File: config.mk
export PLATFORM = sky130hd
export DESIGN_NAME = perceptron_trainer_flat
export DESIGN_NICKNAME = d
export VERILOG_FILES = /design/src/rtl/perceptron_trainer_if.sv /design/src/rtl/perceptron_trainer.sv /design/src/flat_wrapper.sv
export SDC_FILE = /design/constraint.sdc
export NUM_CORES = 1
export LEC_CHECK = 0
export BUFFER_PORTS_ARGS = -buffer_cell sky130_fd_sc_hd__buf_2
export CAP_MARGIN = 20
export CORE_UTILIZATION = 27
export CTS_CLUSTER_DIAMETER = 100
export CTS_CLUSTER_SIZE = 16
export DETAILED_ROUTE_END_ITERATION = 16
export PLACE_DENSITY_LB_ADDON = 0.05
export SLEW_MARGIN = 40
export SYNTH_ARGS = -nofsm -noshare
export SYNTH_HDL_FRONTEND = slang
export SYNTH_SLANG_ARGS = --single-unit
File: constraint.sdc
create_clock -name clk -period 2.8 [get_ports clk]
set_clock_uncertainty 0.1 [all_clocks]
set_input_delay 0.42 -clock clk [delete_from_list [all_inputs] [get_ports clk]]
set_output_delay 0.42 -clock clk [all_outputs]
set_load 0.02 [all_outputs]
File: src/rtl/perceptron_trainer_if.sv
// perceptron_trainer_if
//   Groups every non-clock signal of perceptron_trainer.
//   master : the environment (sample source plus the perceptron's p_result)
//   slave  : the trainer itself
//
// Handshake: a training sample transfers on a rising clk edge where both
//   sample_valid and sample_ready are 1. sample_valid may be raised or dropped
//   in any cycle. sample_in/sample_exp only matter while sample_valid is 1.
//   sample_ready is registered and does not depend on sample_valid in the
//   same cycle.
//
// Signals
//   start        1  single-cycle pulse that begins load-then-train
//   sample_valid 1  sample present on sample_in/sample_exp
//   sample_in    8  training input vector
//   sample_exp   1  expected classification
//   sample_ready 1  trainer accepts a sample this cycle
//   p_in         8  registered vector to the perceptron
//   p_exp        1  registered expected result to the perceptron
//   p_result     1  perceptron result, valid one cycle after p_in
//   w_out       32  eight signed 4-bit weights, w[i] at bits 4i+3:4i
//   thr_out      8  signed activation threshold
//   epoch_cnt    8  completed epochs
//   err_cnt      5  misclassifications in the current epoch
//   busy/done/converged  status flags
//   state_dbg    3  current trainer state encoding
interface perceptron_trainer_if;
    logic        start;
    logic        sample_valid;
    logic [7:0]  sample_in;
    logic        sample_exp;
    logic        sample_ready;
    logic [7:0]  p_in;
    logic        p_exp;
    logic        p_result;
    logic [31:0] w_out;
    logic [7:0]  thr_out;
    logic [7:0]  epoch_cnt;
    logic [4:0]  err_cnt;
    logic        busy;
    logic        done;
    logic        converged;
    logic [2:0]  state_dbg;

    modport master (
        output start, sample_valid, sample_in, sample_exp, p_result,
        input  sample_ready, p_in, p_exp, w_out, thr_out, epoch_cnt,
               err_cnt, busy, done, converged, state_dbg
    );

    modport slave (
        input  start, sample_valid, sample_in, sample_exp, p_result,
        output sample_ready, p_in, p_exp, w_out, thr_out, epoch_cnt,
               err_cnt, busy, done, converged, state_dbg
    );
endinterface

File: src/rtl/perceptron_trainer.sv
// perceptron_trainer
//   Loads NUM_SAMPLES training samples, then repeatedly presents them to an
//   external perceptron and applies the perceptron learning rule to eight
//   signed 4-bit weights and a signed 8-bit threshold until an epoch has no
//   misclassification or MAX_EPOCHS epochs have completed.
//
// Ports
//   clk    rising-edge clock
//   reset  synchronous, active-low reset
//   bus    perceptron_trainer_if.slave (see interface file for signal list)
//
// Configuration
//   PTRAIN_SATURATE_EN  defined: weights saturate at -8/+7 and the threshold
//                       at -128/+127. Undefined: both wrap two's-complement.
module perceptron_trainer #(
    parameter int NUM_SAMPLES = 8,
    parameter int MAX_EPOCHS  = 16
) (
    input logic                 clk,
    input logic                 reset,
    perceptron_trainer_if.slave bus
);

    localparam int IW = (NUM_SAMPLES > 1) ? $clog2(NUM_SAMPLES) : 1;
    localparam logic [IW-1:0] LAST_IDX = IW'(NUM_SAMPLES - 1);

    typedef enum logic [2:0] {
        S_IDLE  = 3'd0,
        S_LOAD  = 3'd1,
        S_DRIVE = 3'd2,
        S_EVAL  = 3'd3,
        S_CHECK = 3'd4,
        S_DONE  = 3'd5
    } state_t;

    state_t        state;
    logic [IW-1:0] idx;
    logic          ready_q;
    logic [7:0]    p_in_q;
    logic          p_exp_q;
    logic [31:0]   w_q;
    logic [7:0]    thr_q;
    logic [7:0]    epoch_q;
    logic [4:0]    err_q;
    logic          busy_q;
    logic          done_q;
    logic          conv_q;

    // Each entry is {sample_in, sample_exp}.
    logic [8:0]    smp_buf [NUM_SAMPLES];

    logic [31:0]   w_upd;
    logic [7:0]    thr_upd;
    logic          mismatch;
    logic [IW-1:0] idx_nxt;
    logic [7:0]    epoch_nxt;

    function automatic logic [3:0] w_step(input logic [3:0] w, input logic up);
`ifdef PTRAIN_SATURATE_EN
        if (up)
            return (w == 4'h7) ? w : w + 4'd1;
        else
            return (w == 4'h8) ? w : w - 4'd1;
`else
        return up ? w + 4'd1 : w - 4'd1;
`endif
    endfunction

    function automatic logic [7:0] thr_step(input logic [7:0] t, input logic up);
`ifdef PTRAIN_SATURATE_EN
        if (up)
            return (t == 8'h7F) ? t : t + 8'd1;
        else
            return (t == 8'h80) ? t : t - 8'd1;
`else
        return up ? t + 8'd1 : t - 8'd1;
`endif
    endfunction

    // Learning rule candidates; only committed in EVAL on a mismatch.
    // A positive example raises the active weights and lowers the threshold.
    always_comb begin
        w_upd = w_q;
        for (int i = 0; i < 8; i++) begin
            if (p_in_q[i])
                w_upd[4*i +: 4] = w_step(w_q[4*i +: 4], p_exp_q);
        end
        thr_upd   = thr_step(thr_q, !p_exp_q);
        mismatch  = (bus.p_result != p_exp_q);
        idx_nxt   = idx + IW'(1);
        epoch_nxt = epoch_q + 8'd1;
    end

    // Sample storage carries no reset; a reset simply restarts the index so
    // partially loaded entries are never used.
    always_ff @(posedge clk) begin
        if (reset && state == S_LOAD && bus.sample_valid && ready_q)
            smp_buf[idx] <= {bus.sample_in, bus.sample_exp};
    end

    always_ff @(posedge clk) begin
        if (!reset) begin
            state   <= S_IDLE;
            idx     <= '0;
            ready_q <= 1'b0;
            p_in_q  <= 8'h00;
            p_exp_q <= 1'b0;
            w_q     <= 32'h0;
            thr_q   <= 8'h00;
            epoch_q <= 8'h00;
            err_q   <= 5'd0;
            busy_q  <= 1'b0;
            done_q  <= 1'b0;
            conv_q  <= 1'b0;
        end else begin
            case (state)
                S_IDLE, S_DONE: begin
                    if (bus.start) begin
                        state   <= S_LOAD;
                        idx     <= '0;
                        ready_q <= 1'b1;
                        w_q     <= 32'h0;
                        thr_q   <= 8'h00;
                        epoch_q <= 8'h00;
                        err_q   <= 5'd0;
                        busy_q  <= 1'b1;
                        done_q  <= 1'b0;
                        conv_q  <= 1'b0;
                    end
                end
                S_LOAD: begin
                    if (bus.sample_valid) begin
                        if (idx == LAST_IDX) begin
                            // Entry 0 was stored on an earlier accept, so it
                            // can be driven straight away.
                            ready_q <= 1'b0;
                            idx     <= '0;
                            p_in_q  <= smp_buf[0][8:1];
                            p_exp_q <= smp_buf[0][0];
                            state   <= S_DRIVE;
                        end else begin
                            idx <= idx_nxt;
                        end
                    end
                end
                S_DRIVE: begin
                    state <= S_EVAL;
                end
                S_EVAL: begin
                    if (mismatch) begin
                        w_q   <= w_upd;
                        thr_q <= thr_upd;
                        err_q <= err_q + 5'd1;
                    end
                    if (idx == LAST_IDX) begin
                        state <= S_CHECK;
                    end else begin
                        idx     <= idx_nxt;
                        p_in_q  <= smp_buf[idx_nxt][8:1];
                        p_exp_q <= smp_buf[idx_nxt][0];
                        state   <= S_DRIVE;
                    end
                end
                S_CHECK: begin
                    epoch_q <= epoch_nxt;
                    if (err_q == 5'd0) begin
                        conv_q <= 1'b1;
                        done_q <= 1'b1;
                        busy_q <= 1'b0;
                        state  <= S_DONE;
                    end else if (epoch_nxt == 8'(MAX_EPOCHS)) begin
                        conv_q <= 1'b0;
                        done_q <= 1'b1;
                        busy_q <= 1'b0;
                        state  <= S_DONE;
                    end else begin
                        err_q   <= 5'd0;
                        idx     <= '0;
                        p_in_q  <= smp_buf[0][8:1];
                        p_exp_q <= smp_buf[0][0];
                        state   <= S_DRIVE;
                    end
                end
                default: state <= S_IDLE;
            endcase
        end
    end

    assign bus.sample_ready = ready_q;
    assign bus.p_in         = p_in_q;
    assign bus.p_exp        = p_exp_q;
    assign bus.w_out        = w_q;
    assign bus.thr_out      = thr_q;
    assign bus.epoch_cnt    = epoch_q;
    assign bus.err_cnt      = err_q;
    assign bus.busy         = busy_q;
    assign bus.done         = done_q;
    assign bus.converged    = conv_q;
    assign bus.state_dbg    = state;

endmodule

File: src/flat_wrapper.sv
// flat-port wrapper written by rule: the top's interface ports become plain ports
module perceptron_trainer_flat 
#(
    parameter int NUM_SAMPLES = 8,
    parameter int MAX_EPOCHS  = 16
)
  (clk, reset, bus_start, bus_sample_valid, bus_sample_in, bus_sample_exp, bus_p_result, bus_sample_ready, bus_p_in, bus_p_exp, bus_w_out, bus_thr_out, bus_epoch_cnt, bus_err_cnt, bus_busy, bus_done, bus_converged, bus_state_dbg);
  perceptron_trainer_if bus_i ();
  input logic clk;
  input logic reset;
  input wire logic [$bits(bus_i.start)-1:0] bus_start;
  input wire logic [$bits(bus_i.sample_valid)-1:0] bus_sample_valid;
  input wire logic [$bits(bus_i.sample_in)-1:0] bus_sample_in;
  input wire logic [$bits(bus_i.sample_exp)-1:0] bus_sample_exp;
  input wire logic [$bits(bus_i.p_result)-1:0] bus_p_result;
  output wire logic [$bits(bus_i.sample_ready)-1:0] bus_sample_ready;
  output wire logic [$bits(bus_i.p_in)-1:0] bus_p_in;
  output wire logic [$bits(bus_i.p_exp)-1:0] bus_p_exp;
  output wire logic [$bits(bus_i.w_out)-1:0] bus_w_out;
  output wire logic [$bits(bus_i.thr_out)-1:0] bus_thr_out;
  output wire logic [$bits(bus_i.epoch_cnt)-1:0] bus_epoch_cnt;
  output wire logic [$bits(bus_i.err_cnt)-1:0] bus_err_cnt;
  output wire logic [$bits(bus_i.busy)-1:0] bus_busy;
  output wire logic [$bits(bus_i.done)-1:0] bus_done;
  output wire logic [$bits(bus_i.converged)-1:0] bus_converged;
  output wire logic [$bits(bus_i.state_dbg)-1:0] bus_state_dbg;
  assign bus_i.start = bus_start;
  assign bus_i.sample_valid = bus_sample_valid;
  assign bus_i.sample_in = bus_sample_in;
  assign bus_i.sample_exp = bus_sample_exp;
  assign bus_i.p_result = bus_p_result;
  assign bus_sample_ready = bus_i.sample_ready;
  assign bus_p_in = bus_i.p_in;
  assign bus_p_exp = bus_i.p_exp;
  assign bus_w_out = bus_i.w_out;
  assign bus_thr_out = bus_i.thr_out;
  assign bus_epoch_cnt = bus_i.epoch_cnt;
  assign bus_err_cnt = bus_i.err_cnt;
  assign bus_busy = bus_i.busy;
  assign bus_done = bus_i.done;
  assign bus_converged = bus_i.converged;
  assign bus_state_dbg = bus_i.state_dbg;
  perceptron_trainer #(.NUM_SAMPLES(NUM_SAMPLES), .MAX_EPOCHS(MAX_EPOCHS)) u_core (.clk(clk), .reset(reset), .bus(bus_i));
endmodule
Yosys cells after proc, flatten, opt, wreduce, memory -nomap -nowiden:

Memory sizes are Yosys's and may differ from the RTL's.
Cells that the tools add are included.

* add/subtract/negate cells: 21
* mux-type cells: 70
* reduce and logical (&&, ||, !) cells: 28
* equal/unequal tests: 24

Operator list (count)
* two-way mux 32 bit: 2
* two-way mux 4 bit: 16
* two-way mux 8 bit: 8
* case mux 32 bit (2 select lines): 1
* two-way mux 3 bit: 12
* AND reduction 4 bit: 9
* adder 4 x 1 -> 4 bit, second input constant: 8
* case mux 8 bit (2 select lines): 2
* subtractor 4 x 1 -> 4 bit, second input constant: 8
* case mux 8 bit (3 select lines): 1
* two-way mux 5 bit: 4
* != test 2 x 1 -> 1 bit, second input constant: 9
* adder 8 x 1 -> 8 bit, second input constant: 2
* two-way mux 1 bit: 16
* case mux 3 bit (5 select lines): 1
* case mux 5 bit (3 select lines): 1
* != test 2 bit, second input constant: 6
* case mux 3 bit (4 select lines): 1
* AND reduction 6 bit: 2
* == test 3 bit, second input constant: 3
* AND reduction 3 bit: 3
* == test 8 x 5 -> 1 bit, second input constant: 1
* case mux 1 bit (2 select lines): 4
* subtractor 8 x 1 -> 8 bit, second input constant: 1
* other kinds (16): 22

* memories: 1
* RAM bits: 72
* bits of input ports: 14
* bits in registers: 72

Memory list
* u_core.smp_buf: depth 8, bits a word 9, rd ports 2, clocked after memory_dff 0, write ports 1, line perceptron_trainer.sv:50 `logic [8:0] smp_buf [NUM_SAMPLES];`

Logic depth before layout (Yosys ltp):

* word-level depth: 6
* depth in mapped cells: 7

Least setup slack after synthesis:

Ideal clock, no wire load.

* kind: register to register
* start point: register u_core.p_exp_q (netlist: u_core.bus.p_exp)
* end point: register u_core.w_q[11] (netlist: u_core.bus.w_out[11])
* period minus slack after synthesis: 2.370 ns
* stages on the path, launching flop included: 8
* path slack: 0.430 ns
* data required time: 2.621 ns
* arrival time: 2.191 ns
* buffers on the path: 0
* setup time: 0.079 ns
* cells stage by stage: dfxtp_1 inv_2 ha_1 a21o_1 a21oi_1 xnor2_1 a211o_1 o211ai_1

* longest elaborated chain between the ends: 4
* elaborated cells on any way between the ends: 7
* those cells by class: 2 x eq/ne; 4 x mux; 1 x reduce/logical

RTL lines
* from (decl): line perceptron_trainer.sv:40 `logic p_exp_q;`
* from (signal assigned): line perceptron_trainer.sv:139 `p_exp_q <= smp_buf[0][0];`
* from (signal assigned): line perceptron_trainer.sv:160 `p_exp_q <= smp_buf[idx_nxt][0];`
* from (signal assigned): line perceptron_trainer.sv:180 `p_exp_q <= smp_buf[0][0];`
* two-way mux 4 bit: line perceptron_trainer.sv:65 `return up ? w + 4'd1 : w - 4'd1;`
* two-way mux 4 bit: line perceptron_trainer.sv:85 `if (p_in_q[i])`
* two-way mux 32 bit: line perceptron_trainer.sv:150 `if (mismatch) begin`
* case mux 32 bit (2 select lines): line perceptron_trainer.sv:116 `case (state)`
* to (signal assigned): line perceptron_trainer.sv:151 `w_q <= w_upd;`
* to (decl): line perceptron_trainer.sv:41 `logic [31:0] w_q;`

Parallel ways exist; a longest one is shown, timed or not. The select of a mux whose other input is x is not followed.
A chain may end at the register's enable or synchronous reset.

Worst setup path after layout:

* start point: register u_core.p_exp_q (netlist: u_core.bus.p_exp)
* end point: register u_core.thr_q[7] (netlist: u_core.bus.thr_out[7])

* longest elaborated chain between the ends: 3
* elaborated cells on any way between the ends: 6
* those cells by class: 2 x eq/ne; 3 x mux; 1 x reduce/logical

RTL lines
* two-way mux 8 bit / != test 1 bit (equally long branches): line perceptron_trainer.sv:76, perceptron_trainer.sv:89
* two-way mux 8 bit / != test 2 x 1 -> 1 bit (equally long branches)
* case mux 8 bit (2 select lines) / AND reduction 3 bit (equally long branches)
* to (signal assigned): line perceptron_trainer.sv:152 `thr_q <= thr_upd;`
* to (decl): line perceptron_trainer.sv:42 `logic [7:0] thr_q;`

Parallel ways exist; a longest one is shown, timed or not. The select of a mux whose other input is x is not followed.

==> impl_metrics.json <==
{
  "status": "complete, no violations",
  "holdPathStages": 1,
  "internal-power_mw": 3.62,
  "fp-row-count": 58,
  "synthSimpleGateAreaFrac": 0.147,
  "drive_above_1_share": 0.230,
  "synth-edff-count": 72,
  "finalCriticalPeriod_ns": 2.37,
  "setup_slack_ns": 0.428,
  "grt_max_degree": 37,
  "syn_area_per_cell_um2": 11.1,
  "critPathKind": "reg2reg",
  "die_w_um": 163,
  "cts.path.max_buffers": 2,
  "cts_setup_buffers": 0,
  "antenna_found_initial": 0,
  "yosysWarnings": 0,
  "grt_overflow": 0,
  "clkTransAtPathRegs_ns": 0.07,
  "async_reset_ff_frac": 0,
  "hold_violations": 0,
  "setup_viol": 0,
  "synth-adder-area-share": 0.0738,
  "slew_headroom": 0.481,
  "io-pin-count": 83,
  "die_area_mm2": 0.0267,
  "static-leakage-power_nw": 3.30,
  "synth_cell_types": 67,
  "drc": 0,
  "seqPwrFrac": 0.466,
  "synth_cells": 632,
  "ir_drop_v": 0.000310,
  "crit_fanout": 7,
  "reg2reg_depth": 7,
  "numCtsBuffers": 17,
  "worstPathArrival_ns": 2.63,
  "cts_tree": "done",
  "max_clock_freq_ghz": 0.422,
  "p_comb_frac": 0.072,
  "core_area_mm2": 0.0253,
  "grt_pass1_wl_um": 30200,
  "grt.total_usage": 0.150,
  "worst_setup_path_end_kind": "flip-flop",
  "fin_crit_sh": 0.847,
  "dp_cells": 1046,
  "final_area_mm2": 0.00850,
  "port_buffers": 82,
  "ant_nets": 0,
  "min-delay-path-class": "in2reg",
  "firstDrtPassIters": 5,
  "ys_seq_elements": 144,
  "p_sw_mw": 1.18,
  "die_h_um": 163,
  "instances_no_fill": 1078,
  "drt_iter0_markers": 397,
  "finalNetCount": 785,
  "postSynthNetCount": 682,
  "synth_flop_cell": "edfxtp_1",
  "viasPerCell": 4.95,
  "first_global_vias": 5225,
  "vias": 5335,
  "area_growth_pct": 21.1,
  "drt-wirelength-per-cell_um": 17.6,
  "p_sw_frac": 0.245,
  "place.detailed.hpwl_um": 13000,
  "start_util": 0.277,
  "clkPwrFrac": 0.462,
  "cts_max_level": 4,
  "syn_area_mm2": 0.00702,
  "start_kind": "flip-flop",
  "synth.area.mux_share": 0.0734,
  "clock_sinks": 144,
  "drv_slew": 0,
  "dpl_cell_area_mm2": 0.00793,
  "synth-xor-area-share": 0.0262,
  "required_ns": 3.06,
  "root_buffer": "clkbuf_16",
  "maxCapViolations": 0,
  "antennaDiodeCount": 0,
  "rsz0062_at_grt": "false",
  "synth_top_family_by_area": "simple AND/OR/NAND/NOR gates",
  "hold_buffers": 0,
  "synth_compound_area_frac": 0.141,
  "powerDensity_mw_per_mm2": 565,
  "yosysSeqAreaShare": 0.513,
  "totalNegativeSetupSlack_ns": 0,
  "worst_pin_slew_ns": 0.778,
  "routabilityCongestion": 0.760,
  "place_ws_ns": 0.419,
  "drt_wl_total_um": 19000,
  "clk_latency_ns": 0.41,
  "cts_resized": 0
}
worst max-delay path: stages, from the launching register on:
cell and delay [ns]:
dfxtp_1 0.55, buf_4 0.23, ha_1 0.24, a211oi_1 0.28
o21ai_0 0.16, and3_1 0.21, or4_1 0.47, nand3_1 0.07
state kept, by name, indices dropped and copies added, names as in the netlist:
register                 flops
u_core.bus.p_exp             1
u_core.bus.thr_out           8
u_core.bus.w_out            32
u_core.bus.converged         1
u_core.idx                   3
u_core.bus.sample_ready      1
u_core.bus.done              1
u_core.bus.busy              1
u_core.bus.epoch_cnt         8
u_core.bus.err_cnt           5
u_core.bus.p_in              8
u_core.smp_buf              72
u_core.bus.state_dbg         3
placed cells by master (no fill, tap or decap), types with 18 or more instances in the layout:
cell       n
a21oi_1   26
buf_2     82
buf_4     27
dfxtp_1   72
edfxtp_1  72
ha_1      26
mux4_2    18
nand2_1   78
nand3_1   29
nor2_1    62
o22ai_1   27
xnor2_1   18
path summary, 6_finish.rpt:
check | from | endpoint | slack [ns]
setup / recovery | u_core.bus.p_exp$_SDFFE_PN0P_ | u_core.bus.thr_out[7]$_SDFFE_PN0P_ | 0.43
hold / removal | bus_sample_exp | u_core.smp_buf[3][0]$_DFFE_PP_ | 0.18
setup reg to reg | u_core.bus.p_exp$_SDFFE_PN0P_ | u_core.bus.thr_out[7]$_SDFFE_PN0P_ | 0.43
hold reg to reg | u_core.bus.busy$_SDFFE_PN0P_ | u_core.bus.busy$_SDFFE_PN0P_ | 0.35
power groups by stage:
stage	logic (mW)	clock network (mW)	registers (mW)
final	0.344	2.22	2.24
after global routing	0.380	2.37	2.24
after CTS	0.350	2.29	2.24
after detailed placement	0.349	0	2.28
after global placement	0.347	0	2.28
after floorplan	0.222	0	2.29
routing by layer:
layer / vias up / GRT usage / part of all wire
met5: - / 0 / 0
met4: 0 / 0.0395 / 0.0077
met3: 9 / 0.0289 / 0.043
met2: 139 / 0.244 / 0.47
met1: 2600 / 0.202 / 0.48
li1: 2587 / - / -
layout make-up:
| class | count | area [um^2] |
|---|---|---|
| clock inverter | 12 | 121 |
| inverter | 10 | 37.5 |
| clock buffer | 20 | 447 |
| timing repair buffer | 110 | 633 |
| tap | 330 | 413 |
| sequential | 144 | 3600 |
| multi-input combinational | 452 | 3240 |
| fill | 2546 | 16800 |
cells in the mapped netlist, types with 8 or more instances:
library cell	number	area, um^2
o22ai_1	27	169
o211ai_1	10	75.1
dfxtp_1	72	1440
mux2i_1	11	110
a21o_1	12	90.1
xnor2_1	18	158
clkbuf_1	16	60.1
nand3_1	29	145
inv_1	9	33.8
edfxtp_1	72	2160
nor3_1	9	45.0
nand2_1	78	293
nor2_1	62	233
fa_1	9	180
or3_1	12	75.1
a211o_1	8	70.1
ha_1	27	338
mux4_2	18	405
o21ai_0	16	80.1
a21oi_1	26	130
kinds of logic (layout without fill, tap and decap cells):
| group | after synthesis | after routing |
|---|---|---|
| buf+inv | 36 | 152 |
| fa+ha+maj | 36 | 36 |
| flops | 144 | 144 |
| mux | 29 | 29 |
| simple gates | 223 | 223 |
| xor+xnor | 21 | 21 |
| compound gates | 143 | 143 |
stage by stage:
step           power (mW)  hold WS, ns  utilization
6_report             4.80        0.179        0.336
4_1_cts              4.87        0.161        0.335
3_3_place_gp         2.63        0.347        0.313
3_5_place_dp         2.63        0.349        0.313
5_1_grt              4.99        0.172        0.336
2_1_floorplan        2.52        0.412            -
(Power assumes the default switching activity.)
